[config.mk]
export PLATFORM = sky130hd
export DESIGN_NAME = seg7_to_bin
export DESIGN_NICKNAME = d
export VERILOG_FILES = /design/src/rtl/seg7_to_bin.sv
export SDC_FILE = /design/constraint.sdc
export NUM_CORES = 1
export LEC_CHECK = 0
export BUFFER_PORTS_ARGS = -buffer_cell sky130_fd_sc_hd__clkbuf_2
export CAP_MARGIN = 30
export CORE_MARGIN = 3
export CORE_UTILIZATION = 35
export DETAILED_ROUTE_END_ITERATION = 7
export PLACE_DENSITY_LB_ADDON = 0.2
export RECOVER_POWER = 25
export SKIP_LAST_GASP = 1
export SYNTH_ARGS = -nofsm -noshare
export SYNTH_HDL_FRONTEND = slang
export SYNTH_SLANG_ARGS = --single-unit
export TNS_END_PERCENT = 5
[constraint.sdc]
create_clock -name clk -period 2.3 [get_ports clk]
set_input_delay 0.115 -clock clk [delete_from_list [all_inputs] [get_ports clk]]
set_output_delay 0.115 -clock clk [all_outputs]
set_load 0.05 [all_outputs]
[src/rtl/seg7_to_bin.sv]
`default_nettype none
// ============================================================================
// Module      : seg7_to_bin
// Description : Debounced seven-segment pattern to 4-bit binary decoder with
//               a valid/ready output handshake. A segment pattern is accepted
//               once it has been constant for STABLE_CYCLES clock edges. A
//               pattern equal to the last one emitted is not emitted again.
//               An accepted result is held on the outputs until i_ready
//               takes it.
// Ports       : clk, rst (synchronous, active-high)
//               i_segment_A..i_segment_G : segment lines, {A..G} = bits 6..0
//               i_ready      : downstream accepts the presented result
//               o_valid      : a result is presented
//               o_binary_num : decoded value (0 for an illegal pattern)
//               o_invalid    : the accepted pattern is not a legal glyph
//               o_blank      : the accepted pattern is all-off
// Parameters  : STABLE_CYCLES (1..255, default 4)
// Macro       : SEG7_DEC_BLANK_EN - when defined, the all-off pattern is
//               legal and is reported through o_blank. When it is undefined,
//               the all-off pattern is reported as invalid and o_blank is
//               tied to 0.
// Revision    : 1.0 - initial release
// ============================================================================
module seg7_to_bin #(
  parameter int STABLE_CYCLES = 4
) (
  input  logic       clk,
  input  logic       rst,
  input  logic       i_segment_A,
  input  logic       i_segment_B,
  input  logic       i_segment_C,
  input  logic       i_segment_D,
  input  logic       i_segment_E,
  input  logic       i_segment_F,
  input  logic       i_segment_G,
  input  logic       i_ready,
  output logic       o_valid,
  output logic [3:0] o_binary_num,
  output logic       o_invalid,
  output logic       o_blank
);

  // The counter value seen at the accepting edge is STABLE_CYCLES-1. It
  // clears on the edge that captures the change.
  localparam logic [7:0] c_stable_thresh = 8'(STABLE_CYCLES - 1);

  typedef enum logic [1:0] {
    S_WAIT  = 2'd0,
    S_VALID = 2'd1,
    S_LOCK  = 2'd2
  } state_t;

  state_t     r_state;
  logic [6:0] r_sample;
  logic [7:0] r_count;
  logic [6:0] r_last;
  logic       r_emitted;
  logic       r_changed;   // input moved while a result was being presented

  logic [6:0] w_pattern;
  logic       w_diff;
  logic       w_stable;
  logic [3:0] w_dec_num;
  logic       w_dec_invalid;
  logic       w_dec_blank;

  assign w_pattern = {i_segment_A, i_segment_B, i_segment_C, i_segment_D,
                      i_segment_E, i_segment_F, i_segment_G};
  assign w_diff    = (w_pattern != r_sample);
  assign w_stable  = !w_diff && (r_count >= c_stable_thresh);

  // When w_stable is true, the live input equals r_sample.
  // The decoder therefore reads the registered copy.
  always_comb begin
    w_dec_num     = 4'd0;
    w_dec_invalid = 1'b0;
    w_dec_blank   = 1'b0;
    case (r_sample)
      7'h7E: w_dec_num = 4'h0;
      7'h30: w_dec_num = 4'h1;
      7'h6D: w_dec_num = 4'h2;
      7'h79: w_dec_num = 4'h3;
      7'h33: w_dec_num = 4'h4;
      7'h5B: w_dec_num = 4'h5;
      7'h5F: w_dec_num = 4'h6;
      7'h70: w_dec_num = 4'h7;
      7'h7F: w_dec_num = 4'h8;
      7'h7B: w_dec_num = 4'h9;
      7'h77: w_dec_num = 4'hA;
      7'h1F: w_dec_num = 4'hB;
      7'h4E: w_dec_num = 4'hC;
      7'h3D: w_dec_num = 4'hD;
      7'h4F: w_dec_num = 4'hE;
      7'h47: w_dec_num = 4'hF;
`ifdef SEG7_DEC_BLANK_EN
      7'h00: w_dec_blank = 1'b1;
`endif
      default: w_dec_invalid = 1'b1;
    endcase
  end

  // The sampler and counter run in every state.
  // This lets filtering of a new pattern overlap a result that is still
  // being presented.
  always_ff @(posedge clk) begin
    if (rst) begin
      r_sample <= 7'd0;
      r_count  <= 8'd0;
    end else begin
      r_sample <= w_pattern;
      if (w_diff)
        r_count <= 8'd0;
      else if (r_count != 8'hFF)
        r_count <= r_count + 8'd1;
    end
  end

  always_ff @(posedge clk) begin
    if (rst) begin
      r_state      <= S_WAIT;
      r_last       <= 7'd0;
      r_emitted    <= 1'b0;
      r_changed    <= 1'b0;
      o_valid      <= 1'b0;
      o_binary_num <= 4'd0;
      o_invalid    <= 1'b0;
      o_blank      <= 1'b0;
    end else begin
      case (r_state)
        S_WAIT: begin
          if (w_stable && (!r_emitted || (r_sample != r_last))) begin
            r_state      <= S_VALID;
            o_valid      <= 1'b1;
            o_binary_num <= w_dec_num;
            o_invalid    <= w_dec_invalid;
            o_blank      <= w_dec_blank;
            r_last       <= r_sample;
            r_emitted    <= 1'b1;
            r_changed    <= 1'b0;
          end
        end
        S_VALID: begin
          if (i_ready) begin
            o_valid <= 1'b0;
            // A change seen on the transfer edge counts as a change.
            r_state <= (r_changed || w_diff) ? S_WAIT : S_LOCK;
          end else if (w_diff) begin
            r_changed <= 1'b1;
          end
        end
        S_LOCK: begin
          if (w_diff)
            r_state <= S_WAIT;
        end
        default: r_state <= S_WAIT;
      endcase
    end
  end

endmodule
`default_nettype wire

* Word level (Yosys, flattened, before mapping)
Index checks and enable logic that the tools add are counted.
** Operators by class
- Multiplexer cells :: 14
- Order comparisons :: 1
- $add $sub $neg :: 1
- Equality and inequality tests :: 26
- Reduce and logical (&&, ||, !) cells :: 14
** Operators with widths (number)
- 7-bit equality test, second input constant :: 12
- 4-bit one-hot mux with 15 select lines :: 1
- 7-bit by 6-bit equality test with 1-bit output, second input constant :: 3
- 16-bit OR reduction :: 1
- 7-bit != test :: 2
- 2-bit != test, second input constant :: 5
- 8-bit by 1-bit adder with 8-bit output, second input constant :: 1
- 8-bit by 2-bit greater-or-equal comparator with 1-bit output, second input constant :: 1
- 2-bit 2-to-1 mux :: 4
- 8-bit != test, second input constant :: 1
- 7-bit by 5-bit equality test with 1-bit output, second input constant :: 1
- 1-bit 2-to-1 mux :: 6
- 2-bit one-hot mux with 3 select lines :: 1
- 3-bit AND reduction :: 2
- 1-bit one-hot mux with 2 select lines :: 2
- 4-bit AND reduction :: 1
- 2-bit by 1-bit equality test with 1-bit output, second input constant :: 1
- 2-bit equality test, second input constant :: 1
- 1-bit logical AND :: 2
- 1-bit zero test :: 2
- 2-bit zero test :: 1
- 1-bit logical OR :: 2
- 2-bit AND reduction :: 1
- 2-bit nonzero test :: 1
- 2-bit OR reduction :: 1
** Word-level totals
- Input bits :: 10
- Register bits :: 32
- Logic and storage cells :: 65
- Output and inout bits :: 7

* Depth between registers and ports, before layout
- Depth after elaboration :: 6
- Depth in mapped cells :: 9
- Depth with buffers taken out :: 7

* Worst setup path after synthesis
No wires, ideal clock.
- Path kind :: flip-flop to flip-flop
- From :: register r_sample[5]
- To :: register o_binary_num[0]
- Arrival time :: 1.579 ns
- Stages on the path, launching flop included :: 10
- Setup time :: 0.128 ns
- Clock period less this slack :: 1.707 ns
- Path buffers :: 3
- Setup slack :: 0.593 ns
- Data required time :: 2.172 ns
- Path through :: dfxtp_1 -> buf_6 -> xnor2_2 -> nand4_1 -> nor4_4 -> and4bb_1 -> buf_6 -> buf_12 -> mux2i_1 -> nor2_1
** On the way
- Cells in the longest elaborated chain, start to end :: 5
- Elaborated cells on any way between the ends :: 23
- Classes of those cells :: 17 x eq/ne; 1 x mux; 5 x reduce/logical
** RTL lines
- from (decl) :: RTL line 54 : logic [6:0] r_sample;
- from (signal assigned) :: RTL line 110 : r_sample <= w_pattern;
- 7-bit != test :: RTL line 69 : assign w_diff = (w_pattern != r_sample);
- 1-bit zero test :: RTL line 70 : assign w_stable = !w_diff && (r_count >= c_stable_thresh);
- 1-bit logical AND :: RTL line 70
- 1-bit logical AND :: RTL line 131 : if (w_stable && (!r_emitted || (r_sample != r_last))) begin
- 2-bit AND reduction (no source line)
- to (signal assigned) :: RTL line 134 : o_binary_num <= w_dec_num;
- to (decl) :: RTL line 38 : output logic [3:0] o_binary_num,
Parallel ways exist; a longest one is shown, timed or not.
A chain may end at the register's enable or synchronous reset.

* Final worst setup path
- From :: register r_sample[4]
- To :: register r_last[3]
** On the way
- Cells in the longest elaborated chain, start to end :: 5
- Elaborated cells on any way between the ends :: 7
- Classes of those cells :: 2 x eq/ne; 5 x reduce/logical
** RTL lines
- 7-bit != test :: RTL line 69
- 1-bit zero test :: RTL line 70
- 1-bit logical AND :: RTL line 70
- 1-bit logical AND * :: RTL line 131
- 2-bit AND reduction (no source line) *
- to (signal assigned) :: RTL line 137 : r_last <= r_sample;
- to (decl) :: RTL line 56 : logic [6:0] r_last;
Mark *: on every way between the ends. The rest lies on a longest branch, timed or not.

==> results.cfg <==
[sta]
drv_slew = 0
timing.fmax_mhz = 488
tns_ns = 0
setup_viol = 0
max-slew-margin-rel_pct = 28.5
period_share_pct = 89.1
rsz0062_at_grt = false
hold_violations = 0
min_period_ns = 2.05
tightest_slew_ns = 1.07
final.setup_skew_ns = 0.00608

[global_route]
grt_usage_pct = 13.0
met3_usage_pct = 4.09
use_met1_pct = 19.0
grt_most_used_layer = met1
grt_pass1_vias = 1204
grt_pass1_wl_mm = 5.61
grt_antenna_before_repair = 0
use_met2_pct = 17.4
grt_max_degree = 24
grt_overflow = 0

[placed_design]
gp_congestion = 0.722
io_buffer_count = 15
dp_hpwl_mm = 2.40

[setup_path]
r2r_slack_ns = 0.25
r2r_start = r_sample[4]
crit_type = register to register
crit_arrival_ns = 2.18
crit_end = r_last[3]
startpoint = r_sample[4]
crit_required_ns = 2.43
endpoint_kind = register
reg2reg_to = r_last[3]
r2r_cells = 6
cp_max_fo = 13
startpoint_type = register

[drt]
finalWirelength_mm = 3.36
via_per_inst = 4.85
drt_first_iter_violations = 68
route.detailed.wl_per_inst_um = 12.3
antenna_left = 0
drtPass1Iterations = 4
via_count = 1325
drc = 0

[cts]
cts_resized = 0
cts_buffer_depth = 2
clk_latency_ns = 0.28
clock-sinks = 32
cts_tree = done
post_cts_buffers = 0
htreeDepth = 2
ctsHoldBuffers = 0
cts_buffers = 5
clk_pin_slew_ns = 0.07
root_buffer = clkbuf_8

[pwr]
switching_share_pct = 23.9
p_comb_share_pct = 8.2
leakage_nw = 0.670
p_int_mw = 0.838
p_sw_mw = 0.264
power.total_mw = 1.10
ir_worst_vdd_uv = 424
p_clk_share_pct = 39.8
p_per_area_nw_per_um2 = 581
power_frac_seq_pct = 52.0

[logic_synthesis]
synth-edff-count = 0
synth.avg_cell_area_um2 = 8.83
synth_cell_types = 45
synth.yosys.seq_area_share_pct = 37.6
ys.flop_type = dfxtp_1
ys_ff_latch = 32
syn_nets = 204
netlist_area_um2 = 1700
postSynthCellCount = 193
ys_async_sr_fraction_pct = 0
yosys_warnings = 0

[min_path]
hold_path.class = primary input to register

[cells_and_area]
post-route-util_pct = 41.8
syn2layout_area_growth_pct = 11.3
fin_nets = 218
drive_gt1_share_pct = 16.3
antenna_cells = 0

[floorplanning]
chipWidth_um = 75.8
placementRows = 24
dieArea_um2 = 5740
coreArea_um2 = 4530
initial_core_util_pct = 37.6
die_h_um = 75.8
ioPinCount = 17

[run_status]
status = finished, final reports clean

[job]
drv_cap = 0
[cells by family (layout without fill, tap and decap cells)]
family          Yosys count  in the layout  share of synthesized area (%)
simple gates             86             86                           28.0
flops                    32             32                           37.6
compound gates           24             24                           9.40
xor+xnor                 20             20                           11.2
buf+inv                  19             34                           7.05
mux                      10             10                           5.87
fa+ha+maj                 1              1                          0.734
other cells               1              1                          0.220
[registers in the layout, summed over array words and instances (netlist names)]
register      flops
r_count           8
r_state           2
r_sample          7
r_changed         1
r_last            7
o_valid           1
o_binary_num      4
o_invalid         1
r_emitted         1
[layout make-up]
| cell class | instances | area [um^2] |
|---|---|---|
| Clock buffer | 6 | 82.6 |
| Clock inverter | 2 | 10.0 |
| Fill cell | 476 | 2640 |
| Inverter | 3 | 11.3 |
| Multi-Input combinational cell | 142 | 943 |
| Sequential cell | 32 | 641 |
| Tap cell | 65 | 81.3 |
| Timing Repair Buffer | 23 | 128 |
[per-stage QoR]
step / hold slack, ns / instance area (um^2) / setup slack [ns] / std cells
2_1_floorplan: 0.187 / 1700 / 0.593 / 193
6_report: 0.0759 / 1900 / 0.251 / 273
5_1_grt: 0.0892 / 1900 / 0.0885 / 273
3_5_place_dp: 0.364 / 1810 / 0.284 / 265
3_3_place_gp: 0.357 / 1810 / 0.338 / 265
4_1_cts: 0.0697 / 1900 / 0.297 / 273
[worst max-delay path, stage by stage (launching register included)]
cell and delay (ns):
dfxtp_1 0.62, xor2_1 0.18, nor4_4 0.37, and4bb_1 0.26, buf_4 0.21, mux2i_1 0.20
nor2_1 0.05
[cells in the final DEF, fill, tap and decap left out, types with 3 or more instances in the layout]
cell type	n
nand4b_1	3
mux2i_1	10
buf_4	7
nor2b_1	8
nand4_1	9
clkbuf_8	6
nand3_1	3
nand2_1	7
nor3_1	6
nor2_1	30
o21ai_0	5
dfxtp_1	32
clkbuf_2	12
xnor2_1	10
a21oi_1	8
clkbuf_1	4
and3_1	6
inv_1	3
xor2_1	8
[cell usage after synthesis, types with 2 or more instances]
library cell / number / area [um^2]
nand4_1: 9 / 56.3
buf_4: 2 / 15.0
xor2_1: 8 / 70.1
nand4b_1: 3 / 26.3
nand3b_1: 2 / 15.0
a21oi_1: 8 / 40.0
nor3_1: 6 / 30.0
nor2_1: 30 / 113
and3_1: 6 / 37.5
nand2b_1: 2 / 12.5
mux2i_1: 10 / 100
dfxtp_1: 32 / 641
nor2b_1: 8 / 50.1
nand3_1: 3 / 15.0
buf_6: 3 / 33.8
clkbuf_1: 7 / 26.3
xnor2_2: 2 / 32.5
buf_2: 2 / 10.0
inv_1: 3 / 11.3
nand2_1: 7 / 26.3
nor4_1: 2 / 12.5
o21ai_0: 5 / 25.0
o21a_1: 2 / 15.0
xnor2_1: 10 / 87.6
[power by group through the flow]
stage,Clock (mW),Combinational (mW),Sequential [mW]
after floorplan,0,0.0766,0.577
after global placement,0,0.0913,0.586
after detailed placement,0,0.0913,0.586
after CTS,0.457,0.0916,0.573
after global routing,0.476,0.0999,0.575
final,0.439,0.0900,0.573
[how the worst min path moves through the flow]
stage                 from           to  slack (ns)  depth (start not counted)
2_1_floorplan          rst  r_sample[0]        0.19                          1
3_3_place_gp   i_segment_F  r_sample[1]        0.36                          2
3_5_place_dp   i_segment_F  r_sample[1]        0.36                          2
4_1_cts        i_segment_F  r_sample[1]        0.07                          2
5_1_grt        i_segment_C  r_sample[4]        0.09                          2
6_report       i_segment_F  r_sample[1]        0.08                          2
[per-layer routing]
metal / share of wire, % / vias to the layer above
met5: 0 / -
met4: 0.77 / 0
met3: 6.0 / 2
met2: 40 / 32
met1: 53 / 594
li1: - / 697
No activity file was read; power rests on OpenSTA's default activity.
